[src/rtl/lfsr_pkg.sv]
// lfsr_pkg: shared types, default constants and the feedback XOR-reduce
// helper for the Fibonacci LFSR.
//   tap_idx_t   - tap index type for the default 8-bit instance
//   DEF_SEED    - default reset/reload state (8'b1001_0110)
//   DEF_TAPS    - default tap list {0,2,3,4}
//   xor_reduce  - parity of the state bits selected by a tap mask
package lfsr_pkg;

  localparam int unsigned DEF_NUM_REGS = 8;
  localparam int unsigned DEF_NUM_TAPS = 4;
  localparam int unsigned MAX_REGS     = 64;

  typedef logic [$clog2(DEF_NUM_REGS)-1:0] tap_idx_t;

  localparam logic [DEF_NUM_REGS-1:0] DEF_SEED = 8'b1001_0110;
  localparam tap_idx_t DEF_TAPS [DEF_NUM_TAPS-1:0] = '{3'd0, 3'd2, 3'd3, 3'd4};

  // Tap list is folded into a bit mask first, so duplicate taps cancel.
  function automatic logic xor_reduce(input logic [MAX_REGS-1:0] state,
                                      input logic [MAX_REGS-1:0] mask);
    return ^(state & mask);
  endfunction

endpackage

[src/rtl/lfsr_feedback.sv]
// lfsr_feedback: combinational feedback bit for the Fibonacci LFSR.
//   state - current shift-register contents
//   fb_c  - XOR of the tapped state bits
module lfsr_feedback
  import lfsr_pkg::*;
#(
  parameter int unsigned NUM_REGS = DEF_NUM_REGS,
  parameter int unsigned NUM_TAPS = DEF_NUM_TAPS,
  parameter logic [$clog2(NUM_REGS)-1:0] TAPS [NUM_TAPS-1:0] = DEF_TAPS
) (
  input  logic [NUM_REGS-1:0] state,
  output logic                fb_c
);

  // Toggle per tap so a repeated index cancels pairwise.
  function automatic logic [NUM_REGS-1:0] build_mask();
    logic [NUM_REGS-1:0] m;
    m = '0;
    for (int unsigned i = 0; i < NUM_TAPS; i++) begin
      m[TAPS[i]] = ~m[TAPS[i]];
    end
    return m;
  endfunction

  localparam logic [NUM_REGS-1:0] TAP_MASK = build_mask();

  always_comb begin
    fb_c = xor_reduce(MAX_REGS'(state), MAX_REGS'(TAP_MASK));
  end

endmodule

[src/rtl/lfsr.sv]
// lfsr: parameterised Fibonacci LFSR, one pseudo-random bit per enabled clock.
//   clk     - rising-edge clock
//   nrst    - asynchronous reset, active HIGH despite the name; loads SEED
//   en      - advance enable, one right shift per enabled edge
//   out_tie - current r[0], straight from the flop
module lfsr
  import lfsr_pkg::*;
#(
  parameter int unsigned NUM_REGS = DEF_NUM_REGS,
  parameter int unsigned NUM_TAPS = DEF_NUM_TAPS,
  parameter logic [NUM_REGS-1:0] SEED = DEF_SEED,
  parameter logic [$clog2(NUM_REGS)-1:0] TAPS [NUM_TAPS-1:0] = DEF_TAPS
) (
  input  logic clk,
  input  logic nrst,
  input  logic en,
  output logic out_tie
);

  // Elaboration-time parameter sanity checks.
  if (NUM_REGS < 2 || NUM_REGS > MAX_REGS) begin : g_bad_len
    $fatal(1, "lfsr: NUM_REGS=%0d out of range 2..%0d", NUM_REGS, MAX_REGS);
  end
  if (NUM_TAPS < 1 || NUM_TAPS > NUM_REGS) begin : g_bad_ntaps
    $fatal(1, "lfsr: NUM_TAPS=%0d out of range 1..NUM_REGS", NUM_TAPS);
  end
  if (SEED == '0) begin : g_bad_seed
    $fatal(1, "lfsr: SEED must be non-zero");
  end
  for (genvar i = 0; i < NUM_TAPS; i++) begin : g_tap_chk
    if (32'(TAPS[i]) >= NUM_REGS) begin : g_bad_tap
      $fatal(1, "lfsr: TAPS[%0d]=%0d not below NUM_REGS", i, TAPS[i]);
    end
  end

  logic [NUM_REGS-1:0] r;
  logic                fb_c;

  lfsr_feedback #(
    .NUM_REGS (NUM_REGS),
    .NUM_TAPS (NUM_TAPS),
    .TAPS     (TAPS)
  ) u_feedback (
    .state (r),
    .fb_c  (fb_c)
  );

  // Shift register; reset wins over en, all-zero state reloads SEED.
  always_ff @(posedge clk or posedge nrst) begin
    if (nrst) begin
      r <= SEED;
    end else if (en) begin
      if (r == '0) begin
        r <= SEED;
      end else begin
        r <= {fb_c, r[NUM_REGS-1:1]};
      end
    end
  end

  assign out_tie = r[0];

endmodule

[config.mk]
export PLATFORM = sky130hd
export DESIGN_NAME = lfsr
export DESIGN_NICKNAME = d
export VERILOG_FILES = /design/src/rtl/lfsr_pkg.sv /design/src/rtl/lfsr_feedback.sv /design/src/rtl/lfsr.sv
export SDC_FILE = /design/constraint.sdc
export NUM_CORES = 1
export LEC_CHECK = 0
export ABC_AREA = 1
export BUFFER_PORTS_ARGS = -buffer_cell sky130_fd_sc_hd__buf_2
export CORE_AREA = 2 2 39 41
export CTS_CLUSTER_DIAMETER = 120
export CTS_CLUSTER_SIZE = 16
export DETAILED_ROUTE_END_ITERATION = 8
export DIE_AREA = 0 0 41 43
export GPL_TIMING_DRIVEN = 0
export PLACE_DENSITY = 0.51
export SLEW_MARGIN = 20
export SYNTH_ARGS = -nofsm -noshare
export SYNTH_HDL_FRONTEND = slang
export SYNTH_HIERARCHICAL = 1
export SYNTH_SLANG_ARGS = --single-unit
[constraint.sdc]
create_clock -name clk -period 3.29 [get_ports clk]
set_input_delay 0.329 -clock clk [delete_from_list [all_inputs] [get_ports clk]]
set_output_delay 0.329 -clock clk [all_outputs]
set_load 0.05 [all_outputs]
==> flow_metrics.py <==
metrics = {
    "layout": {
        "final-seq-area_um2": 205,
        "largest_reg_flops": 8,
        "antennaDiodeCount": 0,
        "layout-drive-gt1-share_pct": 25.0,
        "top_register": "r",
        "area_delta_synth_final_pct": 13.2,
        "nNetsFinal": 69,
        "top_regs": "r x8",
        "multiInputGateArea_um2": 185,
        "fillerInstances": 163,
        "final_util_pct": 35.6,
    },
    "die": {
        "num_rows": 14,
        "die_w_um": 41,
        "fp.coreArea_um2": 1380,
        "dieArea_um2": 1760,
        "start_util_pct": 31.5,
        "ios": 4,
        "die_h_um": 43,
    },
    "yosys": {
        "synth_warnings": 6,
        "yosysTopAreaCell": "dfstp_2",
        "yosys-top-cells-count": "16 x nand2_1, 16 x nor2_1, 9 x inv_1",
        "synthArstFlopShare_pct": 100,
        "ys_top_cells_by_area": "dfstp_2 24%, dfrtp_1 23%, nand2_1 14%",
        "synthDistinctLibCells": 11,
        "synth_edf_count": 0,
        "synthFlopType": "dfstp_2",
        "syn-cell-area_um2": 435,
        "syn-num-nets": 61,
        "ys_seq_area_share_pct": 47.1,
        "synth_top_area_share_pct": 24.1,
        "postSynthAreaPerCell_um2": 7.51,
        "yosys_register_bits": 8,
        "synthCells": 58,
    },
    "cts": {
        "postCtsSetupRepairBufs": 0,
        "h-tree-depth": 1,
        "cts_max_path_buffers": 2,
        "clock-sinks": 8,
        "cts_root_buffer": "clkbuf_4",
        "path_clk_slew_ns": 0.05,
        "cts_made_buffers": 3,
        "holdBufCountCts": 0,
        "cts_tree": "built",
        "clk_latency_ns": 0.25,
        "cts_resized": 0,
    },
    "power": {
        "p_leak_nw": 0.254,
        "seqPwrFrac_pct": 50.0,
        "total_power_mw": 0.324,
        "pwr-share-clk_pct": 22.1,
        "p_int_mw": 0.215,
        "powerDensity_nw_per_um2": 657,
        "vdd_drop_max_mv": 0.238,
        "combPwrFrac_pct": 28.0,
        "p_sw_mw": 0.109,
        "switching_share_pct": 33.6,
    },
    "setup_path": {
        "timing.rr.end": "r[7]",
        "slowest_stage": "dfrtp_1",
        "critPathLaunchType": "register",
        "critPathBufInv": 1,
        "critPathMaxFanout": 6,
        "crit_type": "register to output pin",
        "cp.arrival_ns": 0.99,
        "reg2reg_slack_ns": 2.14,
        "required_ns": 2.96,
        "path_delay_family": "flip-flops",
        "critical-path-max-stage-delay_ns": 0.44,
        "r2r_start": "r[2]",
        "cp_cell_sequence": "buf_2",
        "critPathCaptureType": "output pin",
        "reg2reg_depth": 9,
    },
    "sta": {
        "hold_viol_final": 0,
        "min_period_over_period_pct": 40.2,
        "tns_ns": 0,
        "setup_viol": 0,
        "final_max_slew_viol_count": 0,
        "worstMarginPinSlew_ns": 0.296,
        "slew_headroom_pct": 80.2,
        "period_minus_slack_ns": 1.32,
        "grt_setup_unrepaired": "no",
        "worst_clock_skew_ns": 0.00187,
        "fmax_mhz": 757,
    },
    "status": {
        "status": "completed",
    },
    "routing": {
        "wire_per_inst_um": 8.09,
        "drcViolationCount": 0,
        "viasPerCell": 4.18,
        "ant_nets": 0,
        "totalWireLength_um": 647,
        "vias": 334,
        "drtIter0Drc": 5,
        "firstDrtPassIters": 4,
    },
    "grt": {
        "grt_pass1_vias": 309,
        "grt_usage_pct": 9.98,
        "antenna_found_initial": 0,
        "grt_overflow": 0,
        "grt_max_degree": 11,
        "grt_pass1_wl_mm": 1.16,
    },
    "place": {
        "io_buffers": 3,
        "hpwlAfterDp_um": 495,
        "gp_congestion": 0.729,
    },
    "run": {
        "cap_violations": 0,
    },
    "min_path": {
        "hold_class": "input port to async pin",
    },
}
==> routing by layer <==
layer | share of wire [%] | vias to the layer above | wire [µm] | track usage (%)
li1 | - | 184 | - | -
met1 | 50 | 144 | 323 | 13.5
met2 | 46 | 4 | 297 | 13.4
met3 | 3.4 | 2 | 22 | 1.57
met4 | 0.62 | 0 | 4 | 8.00
met5 | 0 | - | 0 | 0
==> power by group through the flow <==
| stage | clock network, mW | registers (mW) | logic (mW) |
|---|---|---|---|
| floorplan | 0 | 0.168 | 0.0678 |
| global placement | 0 | 0.164 | 0.0914 |
| detailed placement | 0 | 0.164 | 0.0919 |
| CTS | 0.0770 | 0.163 | 0.0924 |
| global route | 0.0824 | 0.169 | 0.106 |
| finish | 0.0715 | 0.162 | 0.0907 |
==> cells in the final DEF, fill, tap and decap left out <==
cell type | Yosys | final
nand2_1 | 16 | 16
inv_1 | 9 | 9
dfrtp_1 | 4 | 4
buf_2 | 0 | 3
buf_6 | 1 | 1
o21ai_0 | 2 | 2
clkbuf_4 | 0 | 3
mux2_2 | 2 | 2
nor2_2 | 2 | 2
dfstp_2 | 4 | 4
xnor2_1 | 1 | 1
nor2_1 | 16 | 16
nor2_4 | 1 | 1
==> kinds of logic (layout without fill, tap and decap cells) <==
family | count (synthesis) | count (layout) | share of synthesized area (%)
flops | 8 | 8 | 47.1
mux | 2 | 2 | 5.17
compound gates | 2 | 2 | 2.30
xor+xnor | 1 | 1 | 2.01
buf+inv | 10 | 16 | 10.3
simple gates | 35 | 35 | 33.0
==> area by class of cell <==
class / instances / share of cell area [%]
inverters: 9 / 6.85
clock buffers: 3 / 4.57
well taps: 16 / 4.06
plain buffers: 1 / 2.28
multi-input cells: 40 / 37.6
flip-flops and latches: 8 / 41.6
repair buffers: 3 / 3.05
==> through the flow <==
step           hold WS [ns]  setup slack, ns  instances  area, µm²
2_1_floorplan         0.142             2.04         58        435
3_3_place_gp          0.292             2.15         77        470
3_5_place_dp          0.289             2.14         77        470
4_1_cts              0.0182             1.94         80        493
5_1_grt              0.0295             1.89         80        493
6_report             0.0118             1.97         80        493
==> worst max-delay path by stage <==
stage / startpoint / endpoint / slack, ns / depth (start not counted)
after detailed placement: r[2] / r[7] / 2.14 / 9
final: r[0] / out_tie / 1.97 / 1
after global routing: r[0] / out_tie / 1.89 / 1
after CTS: r[0] / out_tie / 1.94 / 1
after floorplan: r[0] / r[7] / 2.04 / 9
after global placement: r[2] / r[7] / 2.15 / 9
Note: power is estimated with default switching activity, not from simulation.
